===== src/rtl/trace_stream_arbiter.sv =====
// Two-input, packet-atomic round-robin arbiter merging trace flit streams,
// with a configurable idle gap inserted after every forwarded packet.
module trace_stream_arbiter #(
    parameter int unsigned GAP_CYCLES = 2,
    parameter int unsigned CNT_WIDTH  = 32
) (
    input  logic                 clock,
    input  logic                 reset,
    input  logic                 in0_valid,
    output logic                 in0_ready,
    input  logic [63:0]          in0_bits_data,
    input  logic [7:0]           in0_bits_keep,
    input  logic                 in0_bits_last,
    input  logic                 in1_valid,
    output logic                 in1_ready,
    input  logic [63:0]          in1_bits_data,
    input  logic [7:0]           in1_bits_keep,
    input  logic                 in1_bits_last,
    output logic                 out_valid,
    input  logic                 out_ready,
    output logic [63:0]          out_bits_data,
    output logic [7:0]           out_bits_keep,
    output logic                 out_bits_last,
    output logic                 out_src,
    output logic                 busy,
    output logic [CNT_WIDTH-1:0] pkt_count
);
    typedef struct packed {
        logic [63:0] data;
        logic [7:0]  keep;
        logic        last;
    } flit_t;

    typedef enum logic [1:0] {IDLE, LOCK, GAP} state_t;

    localparam logic [3:0] GAP_INIT = (GAP_CYCLES > 0) ? 4'(GAP_CYCLES - 1) : 4'd0;

    state_t         state;
    logic           grant;
    logic           rr_ptr;
    logic [3:0]     gap_cnt;
    logic [1:0]     in_valid;
    flit_t [1:0]    in_flit;
    flit_t          out_flit;
    logic           locked;
    logic           xfer;

    assign in_valid   = {in1_valid, in0_valid};
    assign in_flit[0] = {in0_bits_data, in0_bits_keep, in0_bits_last};
    assign in_flit[1] = {in1_bits_data, in1_bits_keep, in1_bits_last};

    // Gating with reset keeps the handshake quiet before the state register clears.
    assign locked    = (state == LOCK) && !reset;
    assign out_flit  = locked ? in_flit[grant] : '0;
    assign out_valid = locked && in_valid[grant];
    assign in0_ready = locked && !grant && out_ready;
    assign in1_ready = locked && grant && out_ready;
    assign xfer      = out_valid && out_ready;

    assign {out_bits_data, out_bits_keep, out_bits_last} = out_flit;
    assign out_src = grant;
    assign busy    = (state != IDLE);

    always_ff @(posedge clock) begin
        if (reset) begin
            state     <= IDLE;
            grant     <= 1'b0;
            rr_ptr    <= 1'b0;
            gap_cnt   <= '0;
            pkt_count <= '0;
        end else begin
            case (state)
                IDLE: begin
                    if (|in_valid) begin
                        grant <= in_valid[rr_ptr] ? rr_ptr : ~rr_ptr;
                        state <= LOCK;
                    end
                end
                LOCK: begin
                    // Grant is only released by the transfer of an end-of-packet flit.
                    if (xfer && out_flit.last) begin
                        rr_ptr    <= ~grant;
                        pkt_count <= pkt_count + CNT_WIDTH'(1);
                        if (GAP_CYCLES > 0) begin
                            state   <= GAP;
                            gap_cnt <= GAP_INIT;
                        end else begin
                            state <= IDLE;
                        end
                    end
                end
                GAP: begin
                    if (gap_cnt == '0) state <= IDLE;
                    else               gap_cnt <= gap_cnt - 4'd1;
                end
                default: state <= IDLE;
            endcase
        end
    end
endmodule


===== config.mk =====
export PLATFORM = sky130hd
export DESIGN_NAME = trace_stream_arbiter
export DESIGN_NICKNAME = d
export VERILOG_FILES = /design/src/rtl/trace_stream_arbiter.sv
export SDC_FILE = /design/constraint.sdc
export NUM_CORES = 1
export LEC_CHECK = 0
export BUFFER_PORTS_ARGS = -buffer_cell sky130_fd_sc_hd__buf_2
export CAP_MARGIN = 20
export CELL_PAD_IN_SITES_DETAIL_PLACEMENT = 0
export CELL_PAD_IN_SITES_GLOBAL_PLACEMENT = 1
export CORE_UTILIZATION = 28
export DETAILED_ROUTE_END_ITERATION = 16
export GPL_TIMING_DRIVEN = 0
export PLACE_DENSITY = 0.92
export SLEW_MARGIN = 20
export SYNTH_ARGS = -nofsm -noshare
export SYNTH_HDL_FRONTEND = slang
export SYNTH_SLANG_ARGS = --single-unit

===== constraint.sdc =====
create_clock -name clock -period 3.18 [get_ports clock]
set_input_delay 0.159 -clock clock [delete_from_list [all_inputs] [get_ports clock]]
set_output_delay 0.159 -clock clock [all_outputs]
set_load 0.1 [all_outputs]

==> flow_metrics.tcl <==
set metrics [dict create \
    core_sq_um 10900 \
    grt_overflow 0 \
    die_h_um 108 \
    critPathMaxFanout 10 \
    holdCritPathClass "in -> reg" \
    worst_slew_pin_slew_ns 0.886 \
    finClkSkew_ns 0.00371 \
    yosys.cell_types.count 32 \
    final_common_cell "buf_2" \
    wl_per_cell_um 17.9 \
    grt_setup_unrepaired "no" \
    fillers 1117 \
    grt_pass1_wl_um 21900 \
    combPwrFrac_pct 41.1 \
    min_to "state[0]" \
    ctsHoldBuffers 0 \
    post-cts-setup-buffers 0 \
    regToRegSetupSlack_ns 0.99 \
    r2r-start "state[0]" \
    fin_setup_tns_ns 0 \
    synthCells 419 \
    gp_congestion 0.908 \
    yosysSeqAreaShare_pct 25.3 \
    cts_sinks 40 \
    status "completed" \
    worstSetupStartpointType "register" \
    reg2reg_to "pkt_count[30]" \
    area_delta_synth_final_pct 56.8 \
    power_density_nw_per_um2 350 \
    synth-edff-count 0 \
    ctsHtreeMaxLevel 2 \
    dpl_cell_area_sq_um 4800 \
    vias 4280 \
    antenna_found_initial 12 \
    fp-row-count 38 \
    grt_pass1_vias 3976 \
    ys_ff_latch 40 \
    io_buffers 259 \
    end_kind "output pin" \
    syn_area_sq_um 3160 \
    die_w_um 108 \
    fmax_ghz 0.386 \
    start_util_pct 28.9 \
    slew_viol_final 0 \
    ir_worst_vdd_uv 213 \
    period_share_pct 81.6 \
    ys.flop_type "dfxtp_1" \
    ys_async_sr_fraction_pct 0 \
    worstRegToRegCells 4 \
    drc_errors 0 \
    ioPinCount 261 \
    setup_viol 0 \
    first_pass_iters 5 \
    final_cells 831 \
    p_switching_uw 740 \
    p_int_uw 993 \
    grtUsageTotal_pct 24.6 \
    drive_gt1_share_pct 50.7 \
    cts.reportedPaths.clkPinSlew_ns 0.06 \
    p_leak_uw 0.00222 \
    fin_nets 838 \
    critPathKind "reg -> out" \
    ant_nets 0 \
    pwr-share-seq_pct 29.3 \
    cts_tree "yes" \
    synth_warnings 0 \
    power_uw 1730 \
    postRouteWirelength_um 14900 \
    worstSkewPairLatency_ns 0.28 \
    dieArea_sq_um 11700 \
    cts_resized 0 \
    fin_area_sq_um 4960 \
    fin_worst_hold_slack_ns 0.150 \
    hold_depth 2 \
    clockBufferDepth 2 \
    syn-mean-instance-area_sq_um 7.54 \
    grt_max_degree 12 \
    hold_start "in1_valid" \
    drt-initial-drc-count 366 \
    viasPerCell 5.15 \
    max_cap_violations 0 \
    netSwitchingFraction_pct 42.7 \
    dpl.cell_count 818 \
    cts-root-buf "clkbuf_16" \
    fin_crit_ns 2.59 \
    cp_data_arrival_time_ns 2.44 \
    final-hold-violation-count 0 \
    hpwl_um 12400 \
    p_clk_share_pct 29.6 \
    slew_headroom_pct 40.9 \
    required_ns 3.02 \
    cts_buffers 5 \
    syn_nets 572 \
    layout_common_cells "buf_2, mux2i_1, nor2_2" \
]
-- kinds of logic (layout without fill, tap and decap cells) --
| group | after synthesis | count (layout) | synth area share (%) |
|---|---|---|---|
| AOI/OAI and AO/OA | 51 | 51 | 9.58 |
| DFF | 40 | 40 | 25.3 |
| other | 0 | 5 | 0 |
| and+or+nand+nor | 198 | 198 | 31.7 |
| muxes | 84 | 84 | 27.1 |
| xor gates and xnor gates | 1 | 1 | 0.277 |
| buffers and inverters | 43 | 310 | 5.27 |
| adders and majority gates | 2 | 2 | 0.792 |
-- critical path: stages, from the launching register on --
cell and delay [ns]:
dfxtp_1 0.32, buf_2 0.19, buf_2 0.30, buf_1 0.59, mux2i_1 0.20, nor2_2 0.11, buf_2 0.43
-- how the worst max path moves through the flow --
stage / start / endpoint / slack, ns / cells past startpoint
floorplan: out_src / out_bits_data[27] / 0.13 / 5
global placement: out_src / out_bits_data[35] / 0.92 / 6
detailed placement: out_src / out_bits_data[52] / 0.90 / 6
CTS: out_src / out_bits_data[52] / 0.58 / 6
global route: out_src / out_bits_data[52] / 0.44 / 6
finish: out_src / out_bits_data[52] / 0.59 / 6
-- flip-flops by register name (all words and copies together) (netlist names) --
register   cells
rr_ptr         1
pkt_count     32
state          2
gap_cnt        4
out_src        1
-- power by group through the flow --
stage	registers [uW]	clock network, uW	logic (uW)
detailed placement	518	0	712
CTS	507	515	713
global route	507	546	743
global placement	518	0	706
finish	507	513	713
floorplan	525	0	520
-- routing by layer --
layer | routed length, um | vias up | part of all wire, % | track usage, %
li1 | - | 2044 | - | -
met1 | 5750 | 2017 | 39 | 28.2
met2 | 7250 | 169 | 49 | 41.7
met3 | 1490 | 34 | 10 | 10.5
met4 | 261 | 16 | 1.8 | 6.36
met5 | 107 | - | 0.72 | 0
-- layout make-up --
cell class	instances	area (sq um)	area share [%]
Antenna cell	5	12.5	0.252
Buffer	32	125	2.52
Clock buffer	8	146	2.95
Inverter	11	41.3	0.833
Multi-Input combinational cell	336	2360	47.6
Sequential cell	40	801	16.2
Tap cell	140	175	3.53
Timing Repair Buffer	259	1300	26.2
-- metrics by stage --
| step | setup WS, ns | util, % |
|---|---|---|
| 2_1_floorplan | 0.131 | - |
| 3_3_place_gp | 0.921 | 43.9 |
| 3_5_place_dp | 0.896 | 43.9 |
| 4_1_cts | 0.584 | 45.2 |
| 5_1_grt | 0.444 | 45.2 |
| 6_report | 0.586 | 45.3 |
-- synth_stat cells (all sizes together) (3+ instances only) --
cell	instances	share of area, %
a21oi	24	3.8
and2	3	0.59
and3	4	0.79
and4	9	2.5
buf	12	1.6
clkbuf	20	2.4
dfxtp	40	25
inv	11	1.3
mux2	12	4.3
mux2i	72	23
nand2	14	1.7
nand2b	3	0.59
nand3	12	1.9
nand4	15	3.0
nor2	94	11
nor2b	8	1.6
nor3	6	0.95
nor4	6	1.2
o21ai	9	1.4
o31ai	13	3.1
or3	8	1.6
or4	13	3.1
Note: power is estimated with default switching activity, not from simulation.
